File: src/rtl/minimig_autoconfig_pkg.sv
// rtl/minimig_autoconfig_pkg.sv - slot indices, register offsets and FSM encoding for the autoconfig responder
package minimig_autoconfig_pkg;

  localparam logic [2:0] SLOT_Z2  = 3'd0;
  localparam logic [2:0] SLOT_Z3A = 3'd1;
  localparam logic [2:0] SLOT_Z3B = 3'd2;
  localparam logic [2:0] SLOT_Z3C = 3'd3;
  localparam logic [2:0] SLOT_ETH = 3'd4;

  localparam logic [5:0] AC_Z3BASE = 6'h22;
  localparam logic [5:0] AC_BASEHI = 6'h24;
  localparam logic [5:0] AC_BASELO = 6'h25;
  localparam logic [5:0] AC_SHUTUP = 6'h26;

  localparam logic [1:0] ST_IDLE = 2'd0;
  localparam logic [1:0] ST_ROMW = 2'd1;
  localparam logic [1:0] ST_ACK  = 2'd2;

endpackage

File: src/rtl/minimig_autoconfig_next.sv
// rtl/minimig_autoconfig_next.sv - finds the lowest enabled slot strictly above the current one
module minimig_autoconfig_next
  import minimig_autoconfig_pkg::*;
#(
  parameter int NBOARDS = 5
) (
  input  logic [NBOARDS-1:0] en_i,
  input  logic [2:0]         cur_i,
  output logic [2:0]         next_o,
  output logic               none_o
);

  // Scanning downwards lets the lowest qualifying slot win.
  always_comb begin
    next_o = cur_i;
    none_o = 1'b1;
    for (int i = NBOARDS - 1; i >= 0; i--) begin
      if (en_i[i] && (3'(i) > cur_i)) begin
        next_o = 3'(i);
        none_o = 1'b0;
      end
    end
  end

endmodule

File: src/rtl/minimig_autoconfig_ctrl.sv
// rtl/minimig_autoconfig_ctrl.sv - autoconfig window responder: serves ROM nibbles and sequences the board chain
module minimig_autoconfig_ctrl
  import minimig_autoconfig_pkg::*;
#(
  parameter int ROM_LAT = 2,
  parameter int NBOARDS = 5
) (
  input  logic               clk,
  input  logic               reset,
  input  logic [NBOARDS-1:0] board_en,
  input  logic               req,
  input  logic               wr,
  input  logic [5:0]         addr,
  input  logic [15:0]        wdata,
  output logic               ack,
  output logic [15:0]        rdata,
  output logic [8:0]         rom_addr,
  input  logic [3:0]         rom_q,
  output logic [7:0]         z2_base,
  output logic [15:0]        z3a_base,
  output logic [15:0]        z3b_base,
  output logic [15:0]        z3c_base,
  output logic [15:0]        eth_base,
  output logic [NBOARDS-1:0] cfg_done,
  output logic               chain_done
);

  localparam int CNT_W = $clog2(ROM_LAT + 1);

  logic [1:0]         state_q, state_d;
  logic [CNT_W-1:0]   cnt_q, cnt_d;
  logic [NBOARDS-1:0] en_q;
  logic [2:0]         cur_q, cur_d;
  logic               chain_done_q, chain_done_d;
  logic [15:0]        rdata_q, rdata_d;
  logic [7:0]         z2_base_q, z2_base_d;
  logic [15:0]        z3a_q, z3a_d, z3b_q, z3b_d, z3c_q, z3c_d, eth_q, eth_d;
  logic [NBOARDS-1:0] cfg_done_q, cfg_done_d;
  logic [2:0]         nxt_idx, first_idx;
  logic               nxt_none, advance, cfg_set;

  minimig_autoconfig_next #(.NBOARDS(NBOARDS)) u_next (
    .en_i   (en_q),
    .cur_i  (cur_q),
    .next_o (nxt_idx),
    .none_o (nxt_none)
  );

  // Starting slot is taken straight from board_en since en_q loads on the same edge.
  always_comb begin
    first_idx = 3'd0;
    for (int i = NBOARDS - 1; i >= 0; i--) begin
      if (board_en[i]) first_idx = 3'(i);
    end
  end

  always_comb begin
    state_d      = state_q;
    cnt_d        = cnt_q;
    cur_d        = cur_q;
    chain_done_d = chain_done_q;
    rdata_d      = rdata_q;
    z2_base_d    = z2_base_q;
    z3a_d        = z3a_q;
    z3b_d        = z3b_q;
    z3c_d        = z3c_q;
    eth_d        = eth_q;
    cfg_done_d   = cfg_done_q;
    advance      = 1'b0;
    cfg_set      = 1'b0;
    case (state_q)
      ST_IDLE: begin
        if (req && wr) begin
          state_d = ST_ACK;
          if (!chain_done_q) begin
            if (addr == AC_SHUTUP) begin
              advance = 1'b1;
            end else if (cur_q == SLOT_Z2) begin
              if (addr == AC_BASELO) begin
                z2_base_d[3:0] = wdata[15:12];
              end else if (addr == AC_BASEHI) begin
                z2_base_d[7:4] = wdata[15:12];
                cfg_set        = 1'b1;
                advance        = 1'b1;
              end
            end else if (addr == AC_Z3BASE) begin
              case (cur_q)
                SLOT_Z3A: z3a_d = wdata;
                SLOT_Z3B: z3b_d = wdata;
                SLOT_Z3C: z3c_d = wdata;
                SLOT_ETH: eth_d = wdata;
                default: ;
              endcase
              cfg_set = 1'b1;
              advance = 1'b1;
            end
          end
        end else if (req) begin
          state_d = ST_ROMW;
          cnt_d   = '0;
        end
      end
      ST_ROMW: begin
        if (cnt_q == CNT_W'(ROM_LAT - 1)) begin
          rdata_d = chain_done_q ? 16'hFFFF : {rom_q, 12'hFFF};
          state_d = ST_ACK;
        end else begin
          cnt_d = cnt_q + 1'b1;
        end
      end
      ST_ACK: begin
        if (!req) state_d = ST_IDLE;
      end
      default: state_d = ST_IDLE;
    endcase
    if (cfg_set) cfg_done_d[cur_q] = 1'b1;
    if (advance) begin
      if (nxt_none) chain_done_d = 1'b1;
      else          cur_d        = nxt_idx;
    end
  end

  always_ff @(posedge clk) begin
    if (reset) begin
      state_q      <= ST_IDLE;
      cnt_q        <= '0;
      en_q         <= board_en;
      cur_q        <= first_idx;
      chain_done_q <= (board_en == '0);
      rdata_q      <= '0;
      z2_base_q    <= '0;
      z3a_q        <= '0;
      z3b_q        <= '0;
      z3c_q        <= '0;
      eth_q        <= '0;
      cfg_done_q   <= '0;
    end else begin
      state_q      <= state_d;
      cnt_q        <= cnt_d;
      cur_q        <= cur_d;
      chain_done_q <= chain_done_d;
      rdata_q      <= rdata_d;
      z2_base_q    <= z2_base_d;
      z3a_q        <= z3a_d;
      z3b_q        <= z3b_d;
      z3c_q        <= z3c_d;
      eth_q        <= eth_d;
      cfg_done_q   <= cfg_done_d;
    end
  end

  assign rom_addr   = {cur_q, addr};
  assign ack        = (state_q == ST_ACK);
  assign rdata      = rdata_q;
  assign z2_base    = z2_base_q;
  assign z3a_base   = z3a_q;
  assign z3b_base   = z3b_q;
  assign z3c_base   = z3c_q;
  assign eth_base   = eth_q;
  assign cfg_done   = cfg_done_q;
  assign chain_done = chain_done_q;

endmodule
File: config.mk
export PLATFORM = sky130hd
export DESIGN_NAME = minimig_autoconfig_ctrl
export DESIGN_NICKNAME = d
export VERILOG_FILES = /design/src/rtl/minimig_autoconfig_pkg.sv /design/src/rtl/minimig_autoconfig_next.sv /design/src/rtl/minimig_autoconfig_ctrl.sv
export SDC_FILE = /design/constraint.sdc
export NUM_CORES = 1
export LEC_CHECK = 0
export ABC_AREA = 1
export CAP_MARGIN = 20
export CORE_MARGIN = 5
export CORE_UTILIZATION = 46
export DETAILED_ROUTE_END_ITERATION = 10
export PLACE_DENSITY = 0.8
export SETUP_SLACK_MARGIN = 0.2
export SLEW_MARGIN = 10
export SYNTH_ARGS = -nofsm -noshare
export SYNTH_HDL_FRONTEND = slang
export SYNTH_SLANG_ARGS = --single-unit
File: constraint.sdc
create_clock -name clk -period 1.8 [get_ports clk]
set_clock_uncertainty 0.15 [all_clocks]
set_input_delay 0.45 -clock clk [delete_from_list [all_inputs] [get_ports clk]]
set_output_delay 0.45 -clock clk [all_outputs]
set_load 0.02 [all_outputs]
==> results.md, run 1 <==
- Vias in the first global route: 4170
- Failing checks: setup timing
- Power Internal: 3.16 mW
- Min-Delay Path Class: reg -> reg
- Crit path kind: reg -> reg
- Global-route wire length before repair: 20600 um
- # nets final: 812
- DP HPWL: 8600 um
- DR WL/cell: 16.1 um
- Antenna Nets Post-Route: 0
- Fmax: 0.548 GHz
- Unrepaired setup endpoints after global routing: true
- Drt via density: 5.00
- Core Util, Final: 0.723
- DRC: 0
- Dpl cells: 842
- Initial antenna violation count: 0
- Synthesized area: 0.00425 sq mm
- Hold Vio Cnt, Final: 0
- Root buf cell: clkbuf_8
- Max-cap violations: 0
- Core area: 0.00911 sq mm
- Top FF cell, synth: dfxtp_1
- Synthesized flop and latch total: 94
- Slew @ Worst Pin: 466 ps
- Max VDD drop: 0.000347 V
- Starting Density: 0.467
- Slew Viols, Final: 0
- Largest net degree at the start of global routing: 47
- Net Switching: 1.12 mW
- Clk slew on worst S/H paths: 90 ps
- Final antenna diode count: 0
- Sw Share: 0.262
- PortBufs: 138
- FP Rows: 35
- Placed instance area: 0.00574 sq mm
- Flop pwr share: 0.504
- Hold-fix buffers, CTS: 0
- Fin area: 0.00658 sq mm
- Clock buffer depth: 2
- IO Pins: 139
- Mapped Avg Cell Area: 6.95 sq um
- Share of layout cells above drive strength 1: 0.401
- Crit Path Max Fanout: 5
- Hold slack: 303 ps
- Area Growth Syn to Fin: 54.8%
- Synth Net Count: 648
- Setup violations, final: 1
- Die X: 106 um
- Die extent in y: 106 um
- Ys Warns: 0
- Clock group share of total power: 0.366
- Status: finished, violations left
- CP required: 1930 ps
- Critical Path Source Type: flip-flop
- Max-slew headroom: 0.688
- CTS sink cnt: 94
- Comb pwr share: 0.129
- Post-route setup TNS: -24.1 ps
- Critical path endpoint category: flip-flop
- Total Die Area: 0.0113 sq mm
- Setup ws final: -24.1 ps
- Worst EP arrival: 1950 ps
- Sequential area share after synthesis: 0.461
- TritonCTS clock tree: built
- Count of cell types in the netlist: 29
- Total routed wirelength: 14300 um
- H-tree depth: 3
- Finished Layout Cells: 892
- Post-synth EDFFs: 8
- Period utilization: 1.01
- Routed vias: 4456
- Gate Count Post-Synth: 612
- Post-place setup slack: -418 ps
- GRT Util Overall: 0.227
- Cts bufs inserted: 9
- Power per cell area: 652 mW/mm^2
- Total Power: 4.29 mW
- Leakage dissipation: 3.24 nW
- Number of DRC markers in iteration 0: 336
- DR pass1 iterations: 4
- Fin crit period: 1820 ps
- Async set-reset flop share out of synthesis: 0
- Gpl congestion: 0.858
- Grt total ovfl: 0
- Worst skew pair latency: 350 ps
-- logic make-up (layout without fill, tap and decap cells) --
| logic type | Yosys count | count (layout) | share of synthesized area |
|---|---|---|---|
| compound gates | 27 | 27 | 0.0353 |
| fa+ha+maj | 1 | 1 | 0.00294 |
| simple gates | 366 | 366 | 0.359 |
| buf+inv | 124 | 293 | 0.141 |
| flops | 94 | 94 | 0.461 |
-- power groups by stage --
stage          registers [mW]  clock network (mW)  logic [mW]
2_1_floorplan            2.22                   0       0.197
3_3_place_gp             2.21                   0       0.415
3_5_place_dp             2.21                   0       0.428
4_1_cts                  2.16                1.59       0.454
5_1_grt                  2.17                1.68       0.589
6_report                 2.16                1.57       0.555
-- placed cells by master (no fill, tap or decap), types with 4 or more instances in the layout --
cell type / n
nor2_1: 140
nand2_1: 86
dfxtp_1: 84
buf_2: 81
inv_1: 75
nand2_2: 37
nor2_2: 30
buf_4: 28
clkdlybuf4s50_1: 26
nand2_4: 21
clkdlybuf4s15_2: 17
nand3b_1: 16
buf_6: 12
nor2_4: 10
nand3_1: 9
clkbuf_8: 9
inv_2: 8
a21oi_1: 8
edfxtp_1: 8
buf_12: 8
clkbuf_2: 6
nand3_2: 5
o21ai_0: 5
buf_16: 5
clkbuf_16: 5
o21ai_2: 4
-- metal layers --
metal / GRT usage / part of all wire / up-vias
li1: - / - / 2150
met1: 0.277 / 0.41 / 2104
met2: 0.403 / 0.52 / 152
met3: 0.0334 / 0.033 / 50
met4: 0.0870 / 0.039 / 0
met5: 0 / 0 / -
-- registers in the layout (all words and copies together), names as in the netlist --
register	flops
eth_base	16
z3a_base	16
z3b_base	16
z3c_base	16
z2_base	8
cfg_done	5
rdata	5
en_q	4
cur_q	3
cnt_q	2
state_q	2
chain_done	1
-- path summary, 6_finish.rpt --
check         startpoint     endpoint  slack, ps  depth (start not counted)
max             cur_q[1]  cfg_done[3]        -20                          8
min          cfg_done[4]  cfg_done[4]        300                          2
max reg2reg     cur_q[1]  cfg_done[3]        -20                          8
min reg2reg  cfg_done[4]  cfg_done[4]        300                          2
-- what timing repair did --
action                     4_1_cts  5_1_grt
hold endpoints to repair         0        0
gates resized for setup        401      206
setup buffers                   16        8
setup endpoints to repair      187      147
gates cloned                     6        4
pin swaps                       10       42
-- critical path, cell delays in order, from the launching register on --
cell and delay [ps]:
edfxtp_1 530, nor2_4 200, nand2_2 100, nor2_2 120
nand2_2 110, buf_6 140, nand2_4 90, nand3_2 110
a21oi_2 200
-- cell type report --
| cell class | count | area [sq um] |
|---|---|---|
| fill | 691 | 2530 |
| multi-input combinational | 394 | 2240 |
| sequential | 94 | 1970 |
| timing repair buffer | 191 | 1680 |
| inverter | 86 | 328 |
| tap | 111 | 139 |
| clock buffer | 10 | 128 |
| clock inverter | 6 | 93.8 |
-- cell usage after synthesis, drive strengths merged (2+ instances only) --
cell type | count | area share
a21oi | 13 | 0.015
buf | 36 | 0.063
clkbuf | 2 | 0.0018
clkinv | 2 | 0.0018
dfxtp | 86 | 0.40
edfxtp | 8 | 0.057
inv | 84 | 0.074
nand2 | 147 | 0.13
nand3 | 16 | 0.019
nand3b | 16 | 0.028
nor2 | 180 | 0.16
nor3 | 4 | 0.0074
o21ai | 10 | 0.012
o32ai | 2 | 0.0041
(Power assumes the default switching activity.)
==> inputs of run 2 (changes only) <==
--- a/config.mk
+++ b/config.mk
@@ -5,12 +5,12 @@
 export SDC_FILE = /design/constraint.sdc
 export NUM_CORES = 1
 export LEC_CHECK = 0
-export ABC_AREA = 1
 export CAP_MARGIN = 20
 export CORE_MARGIN = 5
-export CORE_UTILIZATION = 46
+export CORE_UTILIZATION = 44
 export DETAILED_ROUTE_END_ITERATION = 10
-export PLACE_DENSITY = 0.8
+export HOLD_SLACK_MARGIN = 0.06
+export PLACE_DENSITY = 0.79
 export SETUP_SLACK_MARGIN = 0.2
 export SLEW_MARGIN = 10
 export SYNTH_ARGS = -nofsm -noshare
==> results.md, run 2 <==
- Drt via density: 5.09 (was 5.00)
- Hold Vio Cnt, Final: 0 (unchanged)
- Top cells by area, synth: dfxtp_1, mux2i_1, nor2_1 (was dfxtp_1, nor2_1, nand2_1)
- H-tree depth: 3 (unchanged)
- Critical path endpoint category: flip-flop (unchanged)
- Slew @ Worst Pin: 344 ps (was 466 ps)
- Gate Count Post-Synth: 388 (was 612)
- Synthesized flop and latch total: 94 (unchanged)
- GRT Util Overall: 0.196 (was 0.227)
- Root buf cell: clkbuf_8 (unchanged)
- Share of layout cells above drive strength 1: 0.359 (was 0.401)
- Met2 wire len: 5330 um (was 7490 um)
- Routed vias: 3325 (was 4456)
- Hold-fix buffers, CTS: 0 (unchanged)
- Commonest non-fill, non-tap cell in the layout: dfxtp_1 (was nor2_1)
- Initial antenna violation count: 0 (unchanged)
- Total routed wirelength: 10600 um (was 14300 um)
- Worst EP arrival: 2010 ps (was 1950 ps)
- Most frequent cells after synthesis: dfxtp_1, nor2_1, mux2i_1 (was nor2_1, nand2_1, dfxtp_1)
- TritonCTS clock tree: built (unchanged)
- Vias in the first global route: 3337 (was 4170)
- Top FF cell, synth: dfxtp_1 (unchanged)
- Dpl cells: 622 (was 842)
- Worst skew pair latency: 340 ps (was 350 ps)
- Post-synth EDFFs: 8 (unchanged)
- Max-cap violations: 0 (unchanged)
- Synth top area share: 0.456 (was 0.405)
- DR WL/cell: 16.3 um (was 16.1 um)
- Net Switching: 993 uW (was 1.12 mW)
- Clk slew on worst S/H paths: 90 ps (about the same)
- Total Die Area: 0.0105 sq mm (was 0.0113 sq mm)
- Die X: 103 um (was 106 um)
- Antenna Nets Post-Route: 0 (unchanged)
- Gpl congestion: 0.829 (was 0.858)
- Total Power: 4.05 mW (was 4.29 mW)
- Hold slack: 272 ps (was 303 ps)
- Comb pwr share: 0.114 (was 0.129)
- Clock group share of total power: 0.355 (was 0.366)
- Multi-input logic area: 0.00175 sq mm (was 0.00224 sq mm)
- Reg area: 0.00197 sq mm (about the same)
- Sw Share: 0.245 (was 0.262)
- Unrepaired setup endpoints after global routing: true (unchanged)
- Starting Density: 0.455 (was 0.467)
- Post-synth top area cell: dfxtp_1 (unchanged)
- Leading cell types in the layout, fill and taps excluded: dfxtp_1, nor2_1, buf_2, mux2i_1, nand2_1 (was nor2_1, nand2_1, dfxtp_1, buf_2, inv_1)
- Finished Layout Cells: 653 (was 892)
- Leakage dissipation: 2.80 nW (was 3.24 nW)
- Core area: 0.00830 sq mm (was 0.00911 sq mm)
- DRC: 0 (unchanged)
- Mapped Avg Cell Area: 9.74 sq um (was 6.95 sq um)
- DP HPWL: 7580 um (was 8600 um)
- Crit path kind: reg -> reg (unchanged)
- Ys Warns: 0 (unchanged)
- Setup violations, final: 50 (was 1)
- Setup ws final: -86.6 ps (was -24.1 ps)
- Clock buffer depth: 2 (unchanged)
- FP Rows: 33 (was 35)
- Power per cell area: 730 mW/mm^2 (was 652 mW/mm^2)
- Async set-reset flop share out of synthesis: 0 (unchanged)
- CP required: 1920 ps (was 1930 ps)
- Max VDD drop: 0.000521 V (was 0.000347 V)
- # nets final: 579 (was 812)
- Global-route wire length before repair: 16200 um (was 20600 um)
- Critical Path Source Type: flip-flop (unchanged)
- Number of DRC markers in iteration 0: 77 (was 336)
- Area Growth Syn to Fin: 46.9% (was 54.8%)
- Die extent in y: 103 um (was 106 um)
- Max-slew headroom: 0.767 (was 0.688)
- IO Pins: 139 (unchanged)
- Synth Net Count: 424 (was 648)
- Crit Path Max Fanout: 17 (was 5)
- DR pass1 iterations: 4 (unchanged)
- Status: finished, violations left (unchanged)
- CTS sink cnt: 94 (unchanged)
- Min-Delay Path Class: in -> reg (was reg -> reg)
- Flop pwr share: 0.531 (was 0.504)
- Fin crit period: 1890 ps (was 1820 ps)
- Sequential area share after synthesis: 0.519 (was 0.461)
- Slew Viols, Final: 0 (unchanged)
- WL met3: 843 um (was 477 um)
- Failing checks: setup timing (unchanged)
- M1 WL: 4330 um (was 5830 um)
- Count leader, synth: dfxtp_1 (was nor2_1)
- Period utilization: 1.05 (was 1.01)
- Grt total ovfl: 0 (unchanged)
- Fmax: 0.530 GHz (was 0.548 GHz)
- Fill cell count: 695 (was 691)
- Final antenna diode count: 0 (unchanged)
- Power Internal: 3.06 mW (was 3.16 mW)
- Synthesized area: 0.00378 sq mm (was 0.00425 sq mm)
- Count of cell types in the netlist: 37 (was 29)
- PortBufs: 138 (unchanged)
- Largest net degree at the start of global routing: 66 (was 47)
- Top sig layer: met4 (unchanged)
- Cts bufs inserted: 9 (unchanged)
[run 2: cell count changes after synthesis, moves of 8 or more]
cell,previous run,this run
nand3b_1,16,1
clkbuf_1,2,13
buf_2,11,3
mux2i_1,0,57
nor2_1,175,78
nand2_1,142,37
nand3_1,16,0
a21oi_1,13,23
inv_1,83,6
[run 2: critical path: stages (launching register included)]
cell and delay [ps]:
edfxtp_1 520, buf_4 200, nor4b_4 290, and4_4 280, buf_12 150, nand2_1 70
a21oi_1 160
[run 2: final timing paths]
path               start           end  slack (ps)  depth (start not counted)
max             cur_q[1]  eth_base[14]         -90                          6
min                reset    chain_done         270                          2
max reg2reg     cur_q[1]  eth_base[14]         -90                          6
min reg2reg  eth_base[1]   eth_base[1]         310                          2
[run 2: final cells by class]
| class | instances | area share |
|---|---|---|
| Sequential cell | 94 | 0.355 |
| Tap cell | 105 | 0.0237 |
| Clock buffer | 11 | 0.0255 |
| Timing Repair Buffer | 183 | 0.265 |
| Clock inverter | 5 | 0.0122 |
| Multi-Input combinational cell | 249 | 0.315 |
| Inverter | 6 | 0.00406 |
[run 2: what timing repair did]
| item | in CTS | in global routing |
|---|---|---|
| gates cloned | 0 | 1 |
| setup endpoints to repair | 188 | 174 |
| pin swaps | 8 | 13 |
| buffers inserted | 8 | 6 |
| gates resized for setup | 323 | 158 |
[run 2: metrics by stage]
stage	area (sq um)	setup TNS [ps]	utilization	worst slack (ps)
4_1_cts	5740	-1380	0.692	-55.5
3_5_place_dp	5370	-46200	0.646	-646
5_1_grt	5550	-6810	0.668	-156
2_1_floorplan	3850	-8160	-	-189
6_report	5550	-1810	0.668	-86.6
3_3_place_gp	5370	-45250	0.646	-619
[run 2: kinds of logic after synthesis]
logic type | after synthesis | share of synthesized area
mux | 57 | 0.151
buf+inv | 45 | 0.0696
compound gates | 44 | 0.0712
fa+ha+maj | 1 | 0.00331
simple gates | 147 | 0.185
flops | 94 | 0.519
[run 2: metal layers]
layer	up-vias	global-route usage
li1	1623	-
met1	1585	0.230
met2	104	0.340
met3	13	0.0663
met4	0	0.0575
met5	-	0
[run 2: power groups by stage]
| stage | combinational [mW] | sequential [mW] | clock [mW] |
|---|---|---|---|
| after floorplan | 0.175 | 2.21 | 0 |
| after global placement | 0.373 | 2.20 | 0 |
| after detailed placement | 0.384 | 2.20 | 0 |
| after CTS | 0.415 | 2.15 | 1.48 |
| after global routing | 0.491 | 2.16 | 1.58 |
| final | 0.460 | 2.15 | 1.44 |
